===== config.mk =====
export PLATFORM = sky130hd
export DESIGN_NAME = instr_fetch_stage
export DESIGN_NICKNAME = d
export VERILOG_FILES = /design/src/rtl/lab_pkg.sv /design/src/rtl/branch_target_calc.sv /design/src/rtl/instr_fetch_stage.sv
export SDC_FILE = /design/constraint.sdc
export NUM_CORES = 1
export LEC_CHECK = 0
export CORE_MARGIN = 2
export CORE_UTILIZATION = 40
export DETAILED_ROUTE_END_ITERATION = 6
export PLACE_DENSITY = 0.66
export SLEW_MARGIN = 10
export SYNTH_ARGS = -nofsm -noshare
export SYNTH_HDL_FRONTEND = slang
export SYNTH_SLANG_ARGS = --single-unit

===== constraint.sdc =====
create_clock -name clk -period 5.9 [get_ports clk]
set_input_delay 0.885 -clock clk [delete_from_list [all_inputs] [get_ports clk]]
set_output_delay 0.885 -clock clk [all_outputs]
set_load 0.02 [all_outputs]

===== src/rtl/lab_pkg.sv =====
// Shared fetch-stage types and constants for the LEGv8 pipeline.
package lab_pkg;

    localparam int ADDR_W  = 64;
    localparam int INSTR_W = 32;

    // ADDI XZR, XZR, #0 -- the pipeline bubble
    localparam logic [INSTR_W-1:0] NOP_INSTR = 32'h910003FF;

    // Next-PC source returned by the decode stage; 2'b11 is reserved
    typedef enum logic [1:0] {
        BR_SEQ = 2'b00,
        BR_REL = 2'b01,
        BR_REG = 2'b10
    } br_sel_e;

    // IF/ID pipeline register contents
    typedef struct packed {
        logic [INSTR_W-1:0] instr;
        logic [ADDR_W-1:0]  pc;
        logic [ADDR_W-1:0]  pc_plus4;
        logic               valid;
    } ifid_t;

endpackage


===== src/rtl/branch_target_calc.sv =====
// PC-relative branch target from the instruction sitting in IF/ID.
module branch_target_calc
    import lab_pkg::*;
(
    input  logic [INSTR_W-1:0] id_instr,
    input  logic [ADDR_W-1:0]  id_pc,
    input  logic               uncond_br,
    output logic [ADDR_W-1:0]  rel_target
);

    logic [ADDR_W-1:0] offset;
    logic              unused_instr_bits;

    // Opcode and condition/Rt fields do not affect the target
    assign unused_instr_bits = ^{id_instr[31:26], id_instr[4:0]};

    // Pick BrAddr26 or CondAddr19, sign-extend, scale to bytes
    always_comb begin
        if (uncond_br)
            offset = {{36{id_instr[25]}}, id_instr[25:0], 2'b00};
        else
            offset = {{43{id_instr[23]}}, id_instr[23:5], 2'b00};
    end

    // 64-bit add, wraps silently
    assign rel_target = id_pc + offset;

endmodule


===== src/rtl/instr_fetch_stage.sv =====
// LEGv8 fetch stage: PC register, instruction-memory address, IF/ID register.
module instr_fetch_stage
    import lab_pkg::*;
#(
    parameter logic [63:0] RESET_PC   = 64'h0,
    parameter int          DELAY_SLOT = 1
) (
    input  logic               clk,
    input  logic               reset,
    output logic [ADDR_W-1:0]  imem_addr,
    input  logic [INSTR_W-1:0] imem_data,
    input  logic               stall,
    input  logic [1:0]         br_taken,
    input  logic               uncond_br,
    input  logic [ADDR_W-1:0]  br_reg_target,
    output logic [INSTR_W-1:0] id_instr,
    output logic [ADDR_W-1:0]  id_pc,
    output logic [ADDR_W-1:0]  id_pc_plus4,
    output logic               id_valid
);

    logic [ADDR_W-1:0] pc;
    logic [ADDR_W-1:0] pc_plus4;
    logic [ADDR_W-1:0] rel_target;
    logic [ADDR_W-1:0] next_pc;
    logic              redirect;
    logic              squash;
    ifid_t             ifid;

    branch_target_calc u_btc (
        .id_instr   (ifid.instr),
        .id_pc      (ifid.pc),
        .uncond_br  (uncond_br),
        .rel_target (rel_target)
    );

    assign pc_plus4  = pc + 64'd4;
    assign imem_addr = pc;
    assign squash    = redirect && (DELAY_SLOT == 0);

    // Next-PC select; reserved encoding falls back to sequential
    always_comb begin
        next_pc  = pc_plus4;
        redirect = 1'b0;
        case (br_taken)
            BR_REL: begin
                next_pc  = rel_target;
                redirect = 1'b1;
            end
            BR_REG: begin
                next_pc  = br_reg_target;
                redirect = 1'b1;
            end
            default: ;
        endcase
    end

    // PC and IF/ID update: reset, then stall-hold, then fetch/redirect
    always_ff @(posedge clk) begin
        if (reset) begin
            pc            <= RESET_PC;
            ifid.instr    <= NOP_INSTR;
            ifid.pc       <= '0;
            ifid.pc_plus4 <= '0;
            ifid.valid    <= 1'b0;
        end else if (!stall) begin
            pc            <= next_pc;
            ifid.instr    <= squash ? NOP_INSTR : imem_data;
            ifid.pc       <= pc;
            ifid.pc_plus4 <= pc_plus4;
            ifid.valid    <= !squash;
        end
    end

    assign id_instr    = ifid.instr;
    assign id_pc       = ifid.pc;
    assign id_pc_plus4 = ifid.pc_plus4;
    assign id_valid    = ifid.valid;

    // Decode must never hand back the reserved branch encoding
    a_no_reserved_br : assert property (@(posedge clk) disable iff (reset)
        !(!stall && br_taken == 2'b11));

endmodule

* After elaboration in Yosys (flattened, before gate mapping)
Cells that the tools add are included.
** Word-level totals
- Bits of input ports :: 102
- Bits in registers :: 225
- Logic and storage cells :: 11
- Output and inout bits :: 225
** Operators by class
- Add/subtract/negate cells :: 2
- Mux-type cells :: 2
- Equal/unequal tests :: 2
** Operators with widths (number)
- $pmux W64 S2 :: 1
- $add A64 B3 Y64 const B :: 1
- $add A64 B64 Y64 :: 1
- $mux W64 :: 1
- $eq A2 B1 Y1 const B :: 1
- $eq A2 B2 Y1 const B :: 1

* Logic depth before layout (Yosys ltp)
- Depth in word-level cells :: 3
- Mapped depth :: 17
- Depth with buffers taken out :: 15

* Cells and area by module
Synthesis repeated with hierarchy kept, for this count alone.
** Second synthesis, totals
- Cells, all modules :: 1862
- Area total of the unflattened synthesis :: 14612.8 um2
** Modules (own cells, without submodules)
- instr_fetch_stage :: area each 10633.9 um2, cells each 1271, sequential area each 4464.3 um2, instances 1
- branch_target_calc :: area each 3978.8 um2, cells each 591, sequential area each 0.0 um2, instances 1

* Worst setup path after synthesis
No wires, ideal clock.
- Path type :: input to register
- Start :: input uncond_br
- End :: register pc[57], in the netlist imem_addr[57]
- Arrival time :: 4.458 ns
- Path buffers :: 2
- Required time :: 5.805 ns
- Setup time :: 0.095 ns
- Path slack :: 1.347 ns
- Stages on the path :: 14
- Path through :: clkbuf_1 > nand2b_1 > nand2_1 > ha_1 > clkbuf_1 > nand4_1 > or3_1 > or4_1 > a211oi_1 > nor3_1 > nor3_1 > or3_1 > nand3_1 > a221oi_1
** Between the ends
- Longest elaborated chain between the ends :: 3
** Ends and longest elaborated chain
- start: declaration :: line instr_fetch_stage.sv:14 : input logic uncond_br,
- $mux W64 :: line branch_target_calc.sv:19 : if (uncond_br)
- $add A64 B64 Y64 :: line branch_target_calc.sv:26 : assign rel_target = id_pc + offset;
- $pmux W64 S2 :: line instr_fetch_stage.sv:45 : case (br_taken)
- end signal: assignment :: line instr_fetch_stage.sv:67 : pc <= next_pc;
- end: declaration :: line instr_fetch_stage.sv:22 : logic [ADDR_W-1:0] pc;
Every way passes these cells.
A chain may end at the register's enable or synchronous reset.

* Final worst setup path
- Start :: input uncond_br
- End :: register pc[62], in the netlist imem_addr[62]
The elaborated chain is that of the path after synthesis.

==> out/metrics.csv <==
stage,metric,value,unit
status,status,completed,
sta,rsz0062_at_grt,no,
clock_network,cts.sinks,223,
sta,fin_tns_setup,0,ps
synthesis,synth_cells,1780,
sta,fin_hold_ws,461,ps
die,dieArea,0.0363,mm2
min_path,min_path_type,register to register,
die,core,0.0345,mm2
clock_network,ctsHoldBuffers,0,
pwr,peakVddDrop,0.197,mV
clock_network,cts_made_buffers,26,
critical_path,crit_start,uncond_br,
route,dr.pass1.iters,6,
critical_path,cp_top_family,compound AO/OA/AOI/OAI gates,
sta,hold_viol,0,
layout,utilization,53.0,%
synthesis,ys_warn_count,0,
sta,clock_skew,22.5,ps
synthesis,synth_top_area_share,32.0,%
placed_design,gp_congestion,0.965,
route,ant_nets,0,
clock_network,h-tree-depth,1,
sta,fin_crit_sh,84.2,%
sta,slew_headroom,31.0,%
pwr,cellLeakagePower,7.33,nW
global_routing,grt_pass1_wl,80100,um
sta,drv_slew,0,
route,wl_per_cell,21.0,um
critical_path,path_cells,"clkdlybuf4s50_1, buf_4, mux2_2, ha_1, inv_1, or3_1, o31a_1, a2111oi_2, o211ai_1, and3_1, o21bai_1, xor2_1, a221oi_1, nor2_1",
pwr,clockPowerShare,37.4,%
sta,worstMarginPinSlew,1030,ps
sta,finalSetupViolations,0,
critical_path,reg2reg_to,imem_addr[62],
synthesis,synth_edf_count,0,
critical_path,r2r_start,id_instr[5],
die,dieWidth,191,um
sta,max_freq,0.201,GHz
critical_path,critPathMaxFanout,20,
pwr,p_sw,0.00131,W
die,ioPinCount,327,
layout,fillers,3331,
pwr,p_seq_share,40.4,%
clock_network,clock_latency,550,ps
critical_path,required,6320,ps
clock_network,clk_pin_slew,60,ps
critical_path,slowest_stage,a2111oi_2,
global_routing,antenna_found_initial,3,
synthesis,ys_top_cells_by_area,"dfxtp_1, nor2_1, mux2i_1, a21oi_1, ha_1",
synthesis,synth_seq_area_share,32.0,%
layout,area_growth,31.0,%
global_routing,globalRouteOverflowTotal,0,
die,start_util,40.4,%
critical_path,path_depth,14,
layout,layout_common_cells,"clkdlybuf4s50_1, nor2_1, dfxtp_1",
layout,final_layout_size_suffix_gt1_share,4.37,%
pwr,switching_share,31.0,%
die,placementRows,68,
clock_network,cts_tree,done,
synthesis,synth_area,0.0139,mm2
pwr,p_per_area,232,mW/mm2
placed_design,dpl.hpwl,38300,um
synthesis,ys_types,63,
route,drt_iter0_drc,1123,
pwr,combinationalPowerShare,22.1,%
global_routing,grtUsageTotal,28.0,%
clock_network,cts_resized,0,
global_routing,grt_pass1_vias,13668,
sta,timing.final.crit_period,4970,ps
die,die_h,191,um
critical_path,critPathKind,input pin to register,
synthesis,syn-num-nets,1947,
critical_path,rr_worst_depth,15,
flow_run,maxCapViolCount,0,
critical_path,crit_buf_inv,3,
layout,final_common_cell,clkdlybuf4s50_1,
layout,finalNetCount,2186,
placed_design,port-buffer-count,326,
clock_network,cts-root-buf,clkbuf_16,
route,vias_per_cell,5.73,
min_path,hp-start,id_pc_plus4[11],
clock_network,postCtsSetupBuffers,0,
critical_path,worstPathArrival,5390,ps
global_routing,grt_max_degree,157,
pwr,p_int,0.00292,W
synthesis,synth_top_area_cell,dfxtp_1,
clock_network,clk_path_buf_depth,3,
route,wirelength,52400,um
critical_path,worstSetupStartpointType,input pin,
synthesis,synthFlopType,dfxtp_1,
route,drc,0,
critical_path,worst_setup_path_end_kind,register,
synthesis,syn_avg_cell_area,7.83,um2
critical_path,rrSetupSlack,1670,ps
critical_path,slowest_delay,720,ps
critical_path,endpoint,imem_addr[62],
route,vias,14292,
synthesis,async_flop_share,0,%
synthesis,ys_ff_latch,223,
worst register-to-register path, stage by stage (launching register included):
cell and delay [ps]:
dfxtp_1 440, mux2_2 200, ha_1 150, inv_1 50
fa_1 390, nor2b_1 190, o31a_1 190, a31oi_1 210
o31a_1 390, a2111oi_2 720, o211ai_1 250, and3_1 290
o21bai_1 200, xor2_1 90, a221oi_1 280, nor2_1 70
per-layer routing:
layer	up-vias	GRT usage [%]	part of all wire [%]
li1	6829	-	-
met1	6814	39.3	46
met5	-	0	0
met2	558	44.5	44
met3	91	4.03	6.7
met4	0	8.02	2.6
power by group through the flow:
stage          Combinational, W  Sequential [W]  Clock (W)
2_1_floorplan          0.000475         0.00179          0
3_3_place_gp           0.000919         0.00174          0
3_5_place_dp           0.000927         0.00174          0
4_1_cts                0.000932         0.00171    0.00162
5_1_grt                 0.00101         0.00172    0.00167
6_report               0.000938         0.00171    0.00159
synthesized netlist by cell type, drive strengths merged, types with 9 or more instances:
library cell and count:
nor4 9, mux2i 102, xor2 54, ha 64, and2 11, nand3 46
nand2b 14, xnor2 60, nand2 158, clkbuf 96, nor2 278, o21ai 81
nor2b 14, buf 33, nand4 23, nor3 26, a211oi 16, a221oi 54
dfxtp 223, a31oi 30, a211o 9, o21a 12, o21bai 10, and3 23
a21oi 172, mux2 18, inv 31, a21o 37
worst min path at each step:
| stage | to | slack (ps) | depth (start not counted) |
|---|---|---|---|
| after floorplan | id_pc[0] | 490 | 2 |
| after global placement | id_valid | 440 | 1 |
| after detailed placement | id_valid | 440 | 1 |
| after CTS | id_valid | 460 | 1 |
| after global routing | id_valid | 480 | 1 |
| final | id_pc_plus4[11] | 460 | 2 |
cell type report:
type / count / area, um2 / area share [%]
multi-input cells: 1396 / 8860 / 48.5
flip-flops and latches: 223 / 4460 / 24.5
repair buffers: 340 / 3410 / 18.7
clock buffers: 36 / 749 / 4.11
well taps: 455 / 569 / 3.12
inverters: 32 / 120 / 0.658
clock inverters: 8 / 70.1 / 0.384
diodes: 3 / 7.51 / 0.0411
state kept, by name, summed over array words and instances (netlist names):
register     cells
imem_addr       64
id_instr        32
id_pc           64
id_valid         1
id_pc_plus4     62
cell families (layout without fill, tap and decap cells):
kind of cell | Yosys count | in the layout | share of synthesized area (%)
compound gates | 467 | 467 | 21.3
xor+xnor | 114 | 114 | 7.16
fa+ha+maj | 65 | 65 | 5.89
buf+inv | 161 | 416 | 4.48
flops | 223 | 223 | 32.0
mux | 120 | 120 | 8.78
other cells | 0 | 3 | 0
simple gates | 630 | 630 | 20.4
through the flow:
stage	instances	worst slack, ps	total power [W]	instance area (um2)
2_1_floorplan	1780	1350	0.00226	13900
3_3_place_gp	2446	598	0.00266	17400
3_5_place_dp	2446	462	0.00267	17400
4_1_cts	2490	1030	0.00426	18200
5_1_grt	2493	691	0.00440	18300
6_report	2493	933	0.00424	18300
Note: power is estimated with default switching activity, not from simulation.
